==> src/rtl/lsu_pkg.sv <==
`default_nettype none
// ============================================================================
//  Module   : lsu_pkg
//  Brief    : Shared encodings and defaults for the load/store/stack unit.
//  Revision : 1.0  initial release
// ============================================================================
package lsu_pkg;

    localparam int unsigned DATA_W_DEFAULT   = 32;
    localparam logic [31:0] SP_INIT_DEFAULT  = 32'h0000_FFFC;
    localparam logic [31:0] SP_LIMIT_DEFAULT = 32'h0000_F000;

    typedef enum logic [1:0] {
        IDLE = 2'd0,
        REQ  = 2'd1,
        RESP = 2'd2
    } lsu_state_t;

    typedef enum logic [1:0] {
        OP_LD   = 2'd0,
        OP_ST   = 2'd1,
        OP_CALL = 2'd2,
        OP_RET  = 2'd3
    } lsu_op_t;

    function automatic logic op_is_write(input lsu_op_t op);
        return (op == OP_ST) || (op == OP_CALL);
    endfunction

endpackage
`default_nettype wire

==> src/rtl/lsu_ctrl_if.sv <==
`default_nettype none
// ============================================================================
//  Module   : lsu_ctrl_if
//  Brief    : Single data-memory port, req/ack handshake.
//  Revision : 1.0  initial release
// ============================================================================
interface lsu_ctrl_if #(
    parameter int DATA_W = 32
);
    logic              mem_req;
    logic              mem_we;
    logic [DATA_W-1:0] mem_addr;
    logic [DATA_W-1:0] mem_wdata;
    logic              mem_ack;
    logic [DATA_W-1:0] mem_rdata;

    modport master (
        output mem_req, mem_we, mem_addr, mem_wdata,
        input  mem_ack, mem_rdata
    );

    modport slave (
        input  mem_req, mem_we, mem_addr, mem_wdata,
        output mem_ack, mem_rdata
    );
endinterface
`default_nettype wire

==> src/rtl/lsu_stack_ptr.sv <==
`default_nettype none
// ============================================================================
//  Module   : lsu_stack_ptr
//  Brief    : Hardware stack pointer with push/pop commit strobes and
//             combinational overflow/underflow flags.
//  Revision : 1.0  initial release
// ============================================================================
module lsu_stack_ptr
    import lsu_pkg::*;
#(
    parameter int                DATA_W   = DATA_W_DEFAULT,
    parameter logic [DATA_W-1:0] SP_INIT  = SP_INIT_DEFAULT,
    parameter logic [DATA_W-1:0] SP_LIMIT = SP_LIMIT_DEFAULT
) (
    input  wire logic              clk,
    input  wire logic              rst_n,
    input  wire logic              push,
    input  wire logic              pop,
    output logic [DATA_W-1:0]      sp,
    output logic [DATA_W-1:0]      push_addr,
    output logic                   overflow,
    output logic                   underflow
);

    localparam logic [DATA_W-1:0] c_WORD_BYTES = DATA_W'(4);

    logic [DATA_W-1:0] r_sp;

    // Wrap-around is intentional: sp arithmetic is modulo 2^DATA_W.
    assign push_addr = r_sp - c_WORD_BYTES;
    assign overflow  = (push_addr < SP_LIMIT);
    assign underflow = (r_sp == SP_INIT);
    assign sp        = r_sp;

    always_ff @(posedge clk or negedge rst_n) begin
        if (!rst_n) begin
            r_sp <= SP_INIT;
        end else if (push) begin
            r_sp <= push_addr;
        end else if (pop) begin
            r_sp <= r_sp + c_WORD_BYTES;
        end
    end

endmodule
`default_nettype wire

==> src/rtl/lsu_ctrl.sv <==
`default_nettype none
// ============================================================================
//  Module   : lsu_ctrl
//  Brief    : Sequences ld/str/call/ret over one req/ack memory port, owns the
//             stack pointer. Optional macro LSU_TIMEOUT_EN adds an ack timeout.
//  Revision : 1.0  initial release
// ============================================================================
module lsu_ctrl
    import lsu_pkg::*;
#(
    parameter int                DATA_W   = DATA_W_DEFAULT,
    parameter logic [DATA_W-1:0] SP_INIT  = SP_INIT_DEFAULT,
    parameter logic [DATA_W-1:0] SP_LIMIT = SP_LIMIT_DEFAULT
`ifdef LSU_TIMEOUT_EN
    ,
    parameter int                TIMEOUT  = 64
`endif
) (
    input  wire logic              clk,
    input  wire logic              rst_n,
    input  wire logic              issue_valid,
    output logic                   issue_ready,
    input  wire logic              is_ld_op,
    input  wire logic              is_str_op,
    input  wire logic              is_call_op,
    input  wire logic              is_ret_op,
    input  wire logic [DATA_W-1:0] addr,
    input  wire logic [DATA_W-1:0] st_data,
    input  wire logic [3:0]        rd_num,
    input  wire logic [DATA_W-1:0] ret_pc,
    input  wire logic              flush,
    lsu_ctrl_if.master             mem,
    output logic                   wb_en,
    output logic [3:0]             wb_num,
    output logic [DATA_W-1:0]      wb_val,
    output logic                   pc_load,
    output logic [DATA_W-1:0]      pc_val,
    output logic                   stall,
    output logic [DATA_W-1:0]      sp,
    output logic                   err
);

    lsu_state_t        r_state;
    lsu_op_t           r_op;
    logic [3:0]        r_rd_num;
    logic              r_flushed;
    logic              r_mem_req;
    logic              r_mem_we;
    logic [DATA_W-1:0] r_mem_addr;
    logic [DATA_W-1:0] r_mem_wdata;
    logic              r_wb_en;
    logic [3:0]        r_wb_num;
    logic [DATA_W-1:0] r_wb_val;
    logic              r_pc_load;
    logic [DATA_W-1:0] r_pc_val;
    logic              r_err;

    lsu_op_t           w_op;
    logic              w_any_op;
    logic              w_stack_err;
    logic              w_ack_edge;
    logic              w_push;
    logic              w_pop;
    logic [DATA_W-1:0] w_push_addr;
    logic              w_overflow;
    logic              w_underflow;

`ifdef LSU_TIMEOUT_EN
    localparam int             c_TMO_W    = $clog2(TIMEOUT + 1);
    localparam [c_TMO_W-1:0]   c_TMO_LAST = c_TMO_W'(TIMEOUT - 1);
    logic [c_TMO_W-1:0]        r_tmo_cnt;
`endif

    // Later assignments win, giving ret > call > str > ld.
    always_comb begin
        w_op = OP_LD;
        if (is_str_op)  w_op = OP_ST;
        if (is_call_op) w_op = OP_CALL;
        if (is_ret_op)  w_op = OP_RET;
    end

    assign w_any_op    = is_ld_op | is_str_op | is_call_op | is_ret_op;
    assign w_stack_err = ((w_op == OP_CALL) && w_overflow) ||
                         ((w_op == OP_RET)  && w_underflow);
    assign w_ack_edge  = (r_state == REQ) && mem.mem_ack;
    assign w_push      = w_ack_edge && (r_op == OP_CALL);
    assign w_pop       = w_ack_edge && (r_op == OP_RET);

    lsu_stack_ptr #(
        .DATA_W   (DATA_W),
        .SP_INIT  (SP_INIT),
        .SP_LIMIT (SP_LIMIT)
    ) u_stack_ptr (
        .clk       (clk),
        .rst_n     (rst_n),
        .push      (w_push),
        .pop       (w_pop),
        .sp        (sp),
        .push_addr (w_push_addr),
        .overflow  (w_overflow),
        .underflow (w_underflow)
    );

    always_ff @(posedge clk or negedge rst_n) begin
        if (!rst_n) begin
            r_state     <= IDLE;
            r_op        <= OP_LD;
            r_rd_num    <= '0;
            r_flushed   <= 1'b0;
            r_mem_req   <= 1'b0;
            r_mem_we    <= 1'b0;
            r_mem_addr  <= '0;
            r_mem_wdata <= '0;
            r_wb_en     <= 1'b0;
            r_wb_num    <= '0;
            r_wb_val    <= '0;
            r_pc_load   <= 1'b0;
            r_pc_val    <= '0;
            r_err       <= 1'b0;
`ifdef LSU_TIMEOUT_EN
            r_tmo_cnt   <= '0;
`endif
        end else begin
            r_wb_en   <= 1'b0;
            r_pc_load <= 1'b0;
            r_err     <= 1'b0;
            case (r_state)
                IDLE: begin
                    if (issue_valid && w_any_op) begin
                        r_op      <= w_op;
                        r_rd_num  <= rd_num;
                        r_flushed <= 1'b0;
`ifdef LSU_TIMEOUT_EN
                        r_tmo_cnt <= '0;
`endif
                        if (w_stack_err) begin
                            r_err <= 1'b1;
                        end else begin
                            r_state     <= REQ;
                            r_mem_req   <= 1'b1;
                            r_mem_we    <= op_is_write(w_op);
                            r_mem_addr  <= (w_op == OP_CALL) ? w_push_addr :
                                           (w_op == OP_RET)  ? sp : addr;
                            r_mem_wdata <= (w_op == OP_CALL) ? ret_pc : st_data;
                        end
                    end
                end
                REQ: begin
                    if (mem.mem_ack) begin
                        r_state   <= RESP;
                        r_mem_req <= 1'b0;
                        r_mem_we  <= 1'b0;
                        // A flush seen anywhere in REQ cancels the pulse; the access itself still completes.
                        if (!(flush || r_flushed)) begin
                            if (r_op == OP_LD) begin
                                r_wb_en  <= 1'b1;
                                r_wb_num <= r_rd_num;
                                r_wb_val <= mem.mem_rdata;
                            end
                            if (r_op == OP_RET) begin
                                r_pc_load <= 1'b1;
                                r_pc_val  <= mem.mem_rdata;
                            end
                        end
                    end else begin
                        if (flush) r_flushed <= 1'b1;
`ifdef LSU_TIMEOUT_EN
                        if (r_tmo_cnt == c_TMO_LAST) begin
                            r_state   <= IDLE;
                            r_mem_req <= 1'b0;
                            r_mem_we  <= 1'b0;
                            r_err     <= 1'b1;
                        end else begin
                            r_tmo_cnt <= r_tmo_cnt + c_TMO_W'(1);
                        end
`endif
                    end
                end
                RESP:    r_state <= IDLE;
                default: r_state <= IDLE;
            endcase
        end
    end

    assign issue_ready   = (r_state == IDLE);
    assign stall         = (r_state != IDLE);
    assign mem.mem_req   = r_mem_req;
    assign mem.mem_we    = r_mem_we;
    assign mem.mem_addr  = r_mem_addr;
    assign mem.mem_wdata = r_mem_wdata;
    // flush during RESP must still be able to kill the pulse in that cycle.
    assign wb_en         = r_wb_en & ~flush;
    assign wb_num        = r_wb_num;
    assign wb_val        = r_wb_val;
    assign pc_load       = r_pc_load & ~flush;
    assign pc_val        = r_pc_val;
    assign err           = r_err;

endmodule
`default_nettype wire

==> src/flat_wrapper.sv <==
// flat-port wrapper written by rule: the top's interface ports become plain ports
module lsu_ctrl_flat import lsu_pkg::*;
#(
    parameter int                DATA_W   = DATA_W_DEFAULT,
    parameter logic [DATA_W-1:0] SP_INIT  = SP_INIT_DEFAULT,
    parameter logic [DATA_W-1:0] SP_LIMIT = SP_LIMIT_DEFAULT

)
  (clk, rst_n, issue_valid, issue_ready, is_ld_op, is_str_op, is_call_op, is_ret_op, addr, st_data, rd_num, ret_pc, flush, wb_en, wb_num, wb_val, pc_load, pc_val, stall, sp, err, mem_mem_req, mem_mem_we, mem_mem_addr, mem_mem_wdata, mem_mem_ack, mem_mem_rdata);
  lsu_ctrl_if #(.DATA_W(DATA_W)) mem_i ();
  input  wire logic clk;
  input  wire logic rst_n;
  input  wire logic issue_valid;
  output logic issue_ready;
  input  wire logic is_ld_op;
  input  wire logic is_str_op;
  input  wire logic is_call_op;
  input  wire logic is_ret_op;
  input  wire logic [DATA_W-1:0] addr;
  input  wire logic [DATA_W-1:0] st_data;
  input  wire logic [3:0] rd_num;
  input  wire logic [DATA_W-1:0] ret_pc;
  input  wire logic flush;
  output logic wb_en;
  output logic [3:0] wb_num;
  output logic [DATA_W-1:0] wb_val;
  output logic pc_load;
  output logic [DATA_W-1:0] pc_val;
  output logic stall;
  output logic [DATA_W-1:0] sp;
  output logic err;
  output wire logic [$bits(mem_i.mem_req)-1:0] mem_mem_req;
  output wire logic [$bits(mem_i.mem_we)-1:0] mem_mem_we;
  output wire logic [$bits(mem_i.mem_addr)-1:0] mem_mem_addr;
  output wire logic [$bits(mem_i.mem_wdata)-1:0] mem_mem_wdata;
  input wire logic [$bits(mem_i.mem_ack)-1:0] mem_mem_ack;
  input wire logic [$bits(mem_i.mem_rdata)-1:0] mem_mem_rdata;
  assign mem_mem_req = mem_i.mem_req;
  assign mem_mem_we = mem_i.mem_we;
  assign mem_mem_addr = mem_i.mem_addr;
  assign mem_mem_wdata = mem_i.mem_wdata;
  assign mem_i.mem_ack = mem_mem_ack;
  assign mem_i.mem_rdata = mem_mem_rdata;
  lsu_ctrl #(.DATA_W(DATA_W), .SP_INIT(SP_INIT), .SP_LIMIT(SP_LIMIT)) u_core (.clk(clk), .rst_n(rst_n), .issue_valid(issue_valid), .issue_ready(issue_ready), .is_ld_op(is_ld_op), .is_str_op(is_str_op), .is_call_op(is_call_op), .is_ret_op(is_ret_op), .addr(addr), .st_data(st_data), .rd_num(rd_num), .ret_pc(ret_pc), .flush(flush), .mem(mem_i), .wb_en(wb_en), .wb_num(wb_num), .wb_val(wb_val), .pc_load(pc_load), .pc_val(pc_val), .stall(stall), .sp(sp), .err(err));
endmodule
==> config.mk <==
export PLATFORM = sky130hd
export DESIGN_NAME = lsu_ctrl_flat
export DESIGN_NICKNAME = d
export VERILOG_FILES = /design/src/rtl/lsu_pkg.sv /design/src/rtl/lsu_ctrl_if.sv /design/src/rtl/lsu_stack_ptr.sv /design/src/rtl/lsu_ctrl.sv /design/src/flat_wrapper.sv
export SDC_FILE = /design/constraint.sdc
export NUM_CORES = 1
export LEC_CHECK = 0
export ABC_CLOCK_PERIOD_IN_PS = 4300
export CAP_MARGIN = 5
export CORE_UTILIZATION = 63
export DETAILED_ROUTE_END_ITERATION = 8
export DONT_BUFFER_PORTS = 1
export GPL_TIMING_DRIVEN = 0
export PLACE_DENSITY = 0.89
export SETUP_SLACK_MARGIN = 0.5
export SYNTH_ARGS = -nofsm -noshare
export SYNTH_HDL_FRONTEND = slang
export SYNTH_SLANG_ARGS = --single-unit
==> constraint.sdc <==
create_clock -name clk -period 4.3 [get_ports clk]
set_clock_uncertainty 0.2 [all_clocks]
set_input_delay 0.43 -clock clk [delete_from_list [all_inputs] [get_ports clk]]
set_output_delay 0.43 -clock clk [all_outputs]
set_load 0.005 [all_outputs]
==> impl_metrics.yaml, run 1 <==
outcome:
  outcome: "finished, violations left"
  failed_checks: "negative hold slack"
setup_path:
  setup_cp_type: "register to register"
  timing.reg2reg.worst_path_depth: 10
  startpoint_type_of_the_worst_setup_path: "register"
  crit_arrival_ns: 3.79
  worstPathRequired_ns: 4.43
  critical_path_peak_fanout: 10
  r2r_setup_slack_ns: 0.64
  endpoint_kind: "register"
placed_design:
  dpl.hpwl_um: 20300
  placement.setup.worst_slack_ns: 0.126
  io_buffer_count: 0
  routabilityCongestion: 0.987
timing:
  period_needed_ns: 3.66
  post-route-period-util_pct: 85.2
  slew-limit-headroom_pct: 44.2
  worst_pin_slew_ns: 0.837
  report.final.hold_viol_count: 176
  timing.final.setup_violations: 0
  timing.final.ws_setup_ns: 0.638
  rsz0062_at_grt: "false"
  fmaxAchievable_mhz: 273
  timing.final.max_slew_violations: 0
  final.setup.tns_ns: 0
  hold_ws_ns: -0.519
floorplanning:
  fp-row-count: 43
  fp.dieH_um: 123
  ios: 312
  core_footprint_mm2: 0.0140
  die-width_um: 123
  floorplan.die_area_mm2: 0.0150
  initial_core_util_pct: 65.3
power_and_ir_drop:
  leakagePower_nw: 4.67
  p_total_w: 0.00679
  vdd_drop_max_v: 0.000471
  power.density_cell_area_mw_per_mm2: 649
yosys:
  postSynth.topFlopCell: "sky130_fd_sc_hd__dfrtp_1"
  synth.ff_latch_count: 176
  synth-edff-count: 0
  post_synth.cell_area_avg_um2: 9.37
  synthesis.instances: 979
  async_flop_share_pct: 100
  synth_cell_type_count: 70
  synth_area_mm2: 0.00917
  yosys_warnings: 0
  sequential_fraction_of_the_synthesis_area_pct: 48.2
flow_run:
  number_of_violations_of_the_max_capacitance_limit: 0
layout:
  ff_latch_area_mm2: 0.00442
  layout-area-overhead-vs-synth_pct: 14.1
  most-common-layout-cells: "sky130_fd_sc_hd__nand2_1 (269), sky130_fd_sc_hd__dfrtp_1 (162), sky130_fd_sc_hd__nor2_1 (56)"
  finalNetCount: 1187
  drive_gt1_share_pct: 13.7
  final.fill_count: 955
  multi_input_comb_area_mm2: 0.00440
  layout.cells.most_common: "sky130_fd_sc_hd__nand2_1"
clock_tree:
  worst_setup_hold_path_clk_slew_ns: 0.07
  cts_max_path_buffers: 2
  cts-buffers-inserted: 17
  postCtsHoldBufs: 39
  clock_insertion_delay_worst_skew_ns: 0.44
  cts_tree: "yes"
  root_buffer: "sky130_fd_sc_hd__clkbuf_16"
  h-tree-depth: 4
  clock_sinks: 176
routing:
  drt-vias-per-instance: 6.55
  vias: 8128
  route.antenna.remaining_nets: 0
  drt_drc_violations_left: 0
  routed_wl_um: 30200
  dr.pass1.iters: 7
  wl_per_cell_um: 24.3
  initialDrtViolationCount: 951
global_route:
  grt_max_degree: 177
  wire_length_of_the_first_global_routing_pass_um: 44800
  grt-ovfl-total: 0
  grt_use_total_pct: 40.7
  grt_antenna_before_repair: 5
  first_global_vias: 8037
min_path:
  holdCritPathClass: "primary input to async pin"
## cell usage after synthesis, types with 3 or more instances
master | count | area, um2
sky130_fd_sc_hd__a211oi_1 | 7 | 52.6
sky130_fd_sc_hd__a21oi_1 | 39 | 195
sky130_fd_sc_hd__a31oi_1 | 8 | 50.1
sky130_fd_sc_hd__a32oi_1 | 5 | 43.8
sky130_fd_sc_hd__and3_1 | 10 | 62.6
sky130_fd_sc_hd__buf_1 | 7 | 26.3
sky130_fd_sc_hd__buf_2 | 7 | 35.0
sky130_fd_sc_hd__buf_4 | 4 | 30.0
sky130_fd_sc_hd__buf_6 | 3 | 33.8
sky130_fd_sc_hd__clkbuf_1 | 42 | 158
sky130_fd_sc_hd__dfrtp_1 | 162 | 4050
sky130_fd_sc_hd__dfstp_2 | 14 | 368
sky130_fd_sc_hd__ha_1 | 4 | 50.1
sky130_fd_sc_hd__inv_1 | 27 | 101
sky130_fd_sc_hd__mux2_1 | 29 | 327
sky130_fd_sc_hd__mux2_2 | 41 | 462
sky130_fd_sc_hd__mux2_4 | 13 | 195
sky130_fd_sc_hd__mux2i_1 | 16 | 160
sky130_fd_sc_hd__nand2_1 | 269 | 1010
sky130_fd_sc_hd__nand2b_1 | 4 | 25.0
sky130_fd_sc_hd__nand3_1 | 23 | 115
sky130_fd_sc_hd__nand3b_1 | 3 | 22.5
sky130_fd_sc_hd__nand4_1 | 10 | 62.6
sky130_fd_sc_hd__nor2_1 | 56 | 210
sky130_fd_sc_hd__nor2b_1 | 10 | 62.6
sky130_fd_sc_hd__nor3_1 | 14 | 70.1
sky130_fd_sc_hd__nor3_2 | 3 | 30.0
sky130_fd_sc_hd__nor4_1 | 9 | 56.3
sky130_fd_sc_hd__nor4_4 | 4 | 85.1
sky130_fd_sc_hd__o21ai_0 | 32 | 160
sky130_fd_sc_hd__o22ai_1 | 8 | 50.1
sky130_fd_sc_hd__or2_2 | 4 | 25.0
sky130_fd_sc_hd__or3_1 | 5 | 31.3
sky130_fd_sc_hd__or4_1 | 6 | 45.0
sky130_fd_sc_hd__xnor2_1 | 21 | 184
sky130_fd_sc_hd__xor2_1 | 13 | 114
## per-stage QoR
step,utilization [%],std cells,cell area [um2]
floorplan,-,980,9180
global route,74.5,1240,10500
detailed placement,67.0,1160,9400
finish,74.5,1240,10500
CTS,74.3,1234,10400
global placement,67.0,1160,9400
## sequential cells by signal, indices dropped and copies added, names as in the netlist, 2 cells and up
name                   count
u_core.mem.mem_addr       32
u_core.mem.mem_wdata      32
u_core.pc_val             32
u_core.r_op                2
u_core.r_rd_num            4
u_core.r_state             2
u_core.u_stack_ptr.sp     30
u_core.wb_num              4
u_core.wb_val             32
## routing by layer
metal	track usage, %	vias up	wire length (um)
met2	63.4	615	14300
met1	49.6	3897	10600
met5	0	-	0
li1	-	3466	-
met3	11.5	150	3350
met4	26.1	0	1980
## cell type report
| cell class | instances | area share (%) |
|---|---|---|
| sequential | 176 | 42.3 |
| multi-input combinational | 711 | 42.0 |
| clock buffer | 17 | 4.07 |
| timing repair buffer | 43 | 4.02 |
| buffer | 64 | 2.75 |
| tap | 180 | 2.15 |
| clock inverter | 15 | 1.58 |
| inverter | 29 | 1.04 |
| antenna | 5 | 0.120 |
## final timing paths
check	from	to
min in group clk	mem_mem_ack	u_core.r_flushed
max	u_core.u_stack_ptr.sp[12]	u_core.mem.mem_addr[17]
min	rst_n	u_core.mem.mem_addr[6]
min reg2reg	u_core.r_rd_num[0]	u_core.wb_num[0]
max in group asynchronous	rst_n	u_core.u_stack_ptr.sp[8]
max reg2reg	u_core.u_stack_ptr.sp[12]	u_core.mem.mem_addr[17]
## repair_timing
item | 4_1_cts | 5_1_grt
hold endpoints to repair | 247 | 176
resized for setup | 4 | 1
setup buffers | 3 | 1
setup endpoints to repair | 67 | 34
pin swaps | 1 | 0
## worst max-delay path, stage by stage (launching register included)
cell and delay, ns:
sky130_fd_sc_hd__dfstp_2 0.38, sky130_fd_sc_hd__buf_2 0.17, sky130_fd_sc_hd__or4_4 0.58, sky130_fd_sc_hd__nor3_2 0.48, sky130_fd_sc_hd__nand3_1 0.25, sky130_fd_sc_hd__xnor2_1 0.42, sky130_fd_sc_hd__a2111oi_4 0.09, sky130_fd_sc_hd__a21oi_4 0.21
sky130_fd_sc_hd__buf_6 0.19, sky130_fd_sc_hd__buf_6 0.23, sky130_fd_sc_hd__mux2_4 0.32
## logic make-up (layout without fill, tap and decap cells)
logic type               count (synthesis)  in the layout  share of synthesized area [%]
adder cells (fa/ha/maj)                  4              4                          0.546
flip-flops                             176            176                           48.2
AO/OA/AOI/OAI                          128            128                           8.95
XOR/XNOR                                34             34                           3.25
other                                    1              7                         0.0409
buffers and inverters                   93            168                           4.32
multiplexers                            99             99                           12.5
AND/OR/NAND/NOR                        444            444                           22.2
## power by group
group / leakage, nW / total, W / internal (W) / switching (W)
clock network: 0.269 / 0.00154 / 0.000774 / 0.000768
registers: 2.17 / 0.00316 / 0.00239 / 0.000768
logic: 2.23 / 0.00209 / 0.000812 / 0.00127
No activity file was read; power rests on OpenSTA's default activity.
==> run 2: changes to the inputs <==
--- a/config.mk
+++ b/config.mk
@@ -11,7 +11,7 @@
 export DETAILED_ROUTE_END_ITERATION = 8
 export DONT_BUFFER_PORTS = 1
 export GPL_TIMING_DRIVEN = 0
-export PLACE_DENSITY = 0.89
+export PLACE_DENSITY = 0.9
 export SETUP_SLACK_MARGIN = 0.5
 export SYNTH_ARGS = -nofsm -noshare
 export SYNTH_HDL_FRONTEND = slang
==> run 2 against run 1 <==
Net effect:
- the flow still finishes with violations (negative hold slack)
- sequential share of layout area is 0.19 points lower
- clock power increased by 8%
- setup slack got worse by 0.0091 ns
- maximum frequency decreased by 0.25%
- total power up 1.8%
- global-route usage is 0.61 points lower
- combinational power barely moved
- critical path depth unchanged
- largest cell class unchanged
- highest routed layer unchanged
==> impl_metrics.yaml, run 2 (same netlist as run 1, synthesis figures left out) <==
floorplanning:
  die-width_um: 123
  ios: 312
  fp-row-count: 43
  fp.dieH_um: 123
  core_footprint_mm2: 0.0140
  floorplan.die_area_mm2: 0.0150
  initial_core_util_pct: 65.3
clock_tree:
  clock_insertion_delay_worst_skew_ns: 0.43
  postCtsHoldBufs: 39
  cts_tree: "yes"
  clock_sinks: 176
  cts_max_path_buffers: 2
  h-tree-depth: 4
  worst_setup_hold_path_clk_slew_ns: 0.07
  cts-buffers-inserted: 17
  root_buffer: "sky130_fd_sc_hd__clkbuf_16"
layout:
  layout.cells.most_common: "sky130_fd_sc_hd__nand2_1"
  finalNetCount: 1186
  share_of_the_core_filled_with_cells_in_the_final_layout_pct: 74.8
  drive_gt1_share_pct: 13.7
  layout-area-overhead-vs-synth_pct: 14.6
  most-common-layout-cells: "sky130_fd_sc_hd__nand2_1 (269), sky130_fd_sc_hd__dfrtp_1 (162), sky130_fd_sc_hd__nor2_1 (56)"
timing:
  period_needed_ns: 3.67
  timing.final.setup_violations: 0
  final.setup.tns_ns: 0
  timing.final.max_slew_violations: 0
  rsz0062_at_grt: "false"
  worst_pin_slew_ns: 1.29
  report.final.hold_viol_count: 176
  post-route-period-util_pct: 85.4
  slew-limit-headroom_pct: 13.0
  fmaxAchievable_mhz: 272
  hold_ws_ns: -0.510
setup_path:
  setup_cp_type: "register to register"
  worstPathRequired_ns: 4.42
  critical_path.startpoint: "u_core.u_stack_ptr.sp[12]"
  timing.reg2reg.worst_path_depth: 10
  critical_path_peak_fanout: 10
  r2r_setup_slack_ns: 0.63
  startpoint_type_of_the_worst_setup_path: "register"
  regToRegEndpoint: "u_core.mem.mem_addr[17]"
  r2r_startpoint: "u_core.u_stack_ptr.sp[12]"
  crit_arrival_ns: 3.79
  endpoint_kind: "register"
  timing_endpoint_of_the_critical_path: "u_core.mem.mem_addr[17]"
global_route:
  grt_use_total_pct: 40.1
  grt_util_met1_pct: 47.4
  grt_most_used_layer: "met2"
  grt-ovfl-total: 0
  met2_usage_pct: 62.8
  wire_length_of_the_first_global_routing_pass_um: 44900
  first_global_vias: 7969
  grt_antenna_before_repair: 4
  grt_max_degree: 177
  use_met3_pct: 11.8
routing:
  vias: 8135
  dr.pass1.iters: 5
  initialDrtViolationCount: 925
  wl_per_cell_um: 24.2
  drt_drc_violations_left: 0
  drt-vias-per-instance: 6.57
  routed_wl_um: 30000
  route.antenna.remaining_nets: 0
outcome:
  failed_checks: "negative hold slack"
  outcome: "finished, violations left"
placed_design:
  routabilityCongestion: 1.01
  io_buffer_count: 0
  dpl.hpwl_um: 19900
power_and_ir_drop:
  leakagePower_nw: 4.71
  vdd_drop_max_v: 0.000391
  power.density_cell_area_mw_per_mm2: 658
min_path:
  holdCritPathClass: "primary input to async pin"
flow_run:
  number_of_violations_of_the_max_capacitance_limit: 0
==> run 2: cell count changes in the layout (fill, tap and decap cells not counted), moves of 2 or more <==
| cell | change |
|---|---|
| sky130_fd_sc_hd__clkinvlp_4 | -5 |
| sky130_fd_sc_hd__bufinv_16 | +2 |
| sky130_fd_sc_hd__inv_8 | +3 |
| sky130_fd_sc_hd__clkinv_4 | +2 |
| sky130_fd_sc_hd__inv_6 | -2 |
| sky130_fd_sc_hd__clkinv_8 | -2 |
==> run 2: critical path, cell delays in order, from the launching register on <==
cell	delay [ns]
sky130_fd_sc_hd__dfstp_2	0.38
sky130_fd_sc_hd__buf_2	0.18
sky130_fd_sc_hd__or4_4	0.59
sky130_fd_sc_hd__nor3_2	0.44
sky130_fd_sc_hd__nand3_1	0.28
sky130_fd_sc_hd__xnor2_1	0.41
sky130_fd_sc_hd__a2111oi_4	0.09
sky130_fd_sc_hd__a21oi_4	0.23
sky130_fd_sc_hd__buf_6	0.20
sky130_fd_sc_hd__buf_6	0.22
sky130_fd_sc_hd__mux2_4	0.32
==> run 2: final cells by class <==
type                       count  area [um2]
timing repair buffer          42         413
sequential                   176        4420
fill                         896        3530
buffer                        64         288
clock inverter                14         194
antenna                        4        10.0
tap                          180         225
multi-input combinational    711        4410
inverter                      29         109
clock buffer                  18         439
==> run 2: repair_timing <==
action                     4_1_cts  5_1_grt
gates resized for setup          5        3
setup buffers                    0        3
hold endpoints to repair       247      176
setup endpoints to repair       66       67
==> run 2: worst min-delay path by stage <==
| stage | start | to | slack [ns] | cells after the start |
|---|---|---|---|---|
| global placement | rst_n | u_core.mem.mem_addr[23] | -0.06 | 0 |
| global route | rst_n | u_core.mem.mem_wdata[25] | -0.52 | 0 |
| finish | rst_n | u_core.mem.mem_addr[12] | -0.51 | 0 |
| detailed placement | rst_n | u_core.u_stack_ptr.sp[30] | -0.06 | 0 |
| floorplan | rst_n | u_core.err | -0.07 | 0 |
| CTS | rst_n | u_core.mem.mem_wdata[14] | -0.52 | 0 |
==> run 2: through the flow <==
stage	hold slack (ns)	area (um2)	std cells	power, W	worst slack [ns]
global placement	-0.0617	9400	1160	0.00493	0.293
floorplan	-0.0656	9180	980	0.00437	1.16
finish	-0.510	10500	1238	0.00691	0.629
CTS	-0.518	10500	1231	0.00673	0.540
global route	-0.523	10500	1238	0.00719	0.551
detailed placement	-0.0618	9400	1160	0.00502	0.312
==> run 2: layer usage <==
| layer | routed length [um] | share of wire (%) |
|---|---|---|
| met3 | 3380 | 11 |
| met5 | 0 | 0 |
| met4 | 1960 | 6.5 |
| met2 | 14300 | 48 |
| met1 | 10300 | 34 |
==> run 2: power breakdown <==
part / total, W / leakage [nW] / internal [W] / switching, W
logic: 0.00208 / 2.22 / 0.000813 / 0.00127
registers: 0.00317 / 2.17 / 0.00239 / 0.000778
clock network: 0.00166 / 0.311 / 0.000907 / 0.000749
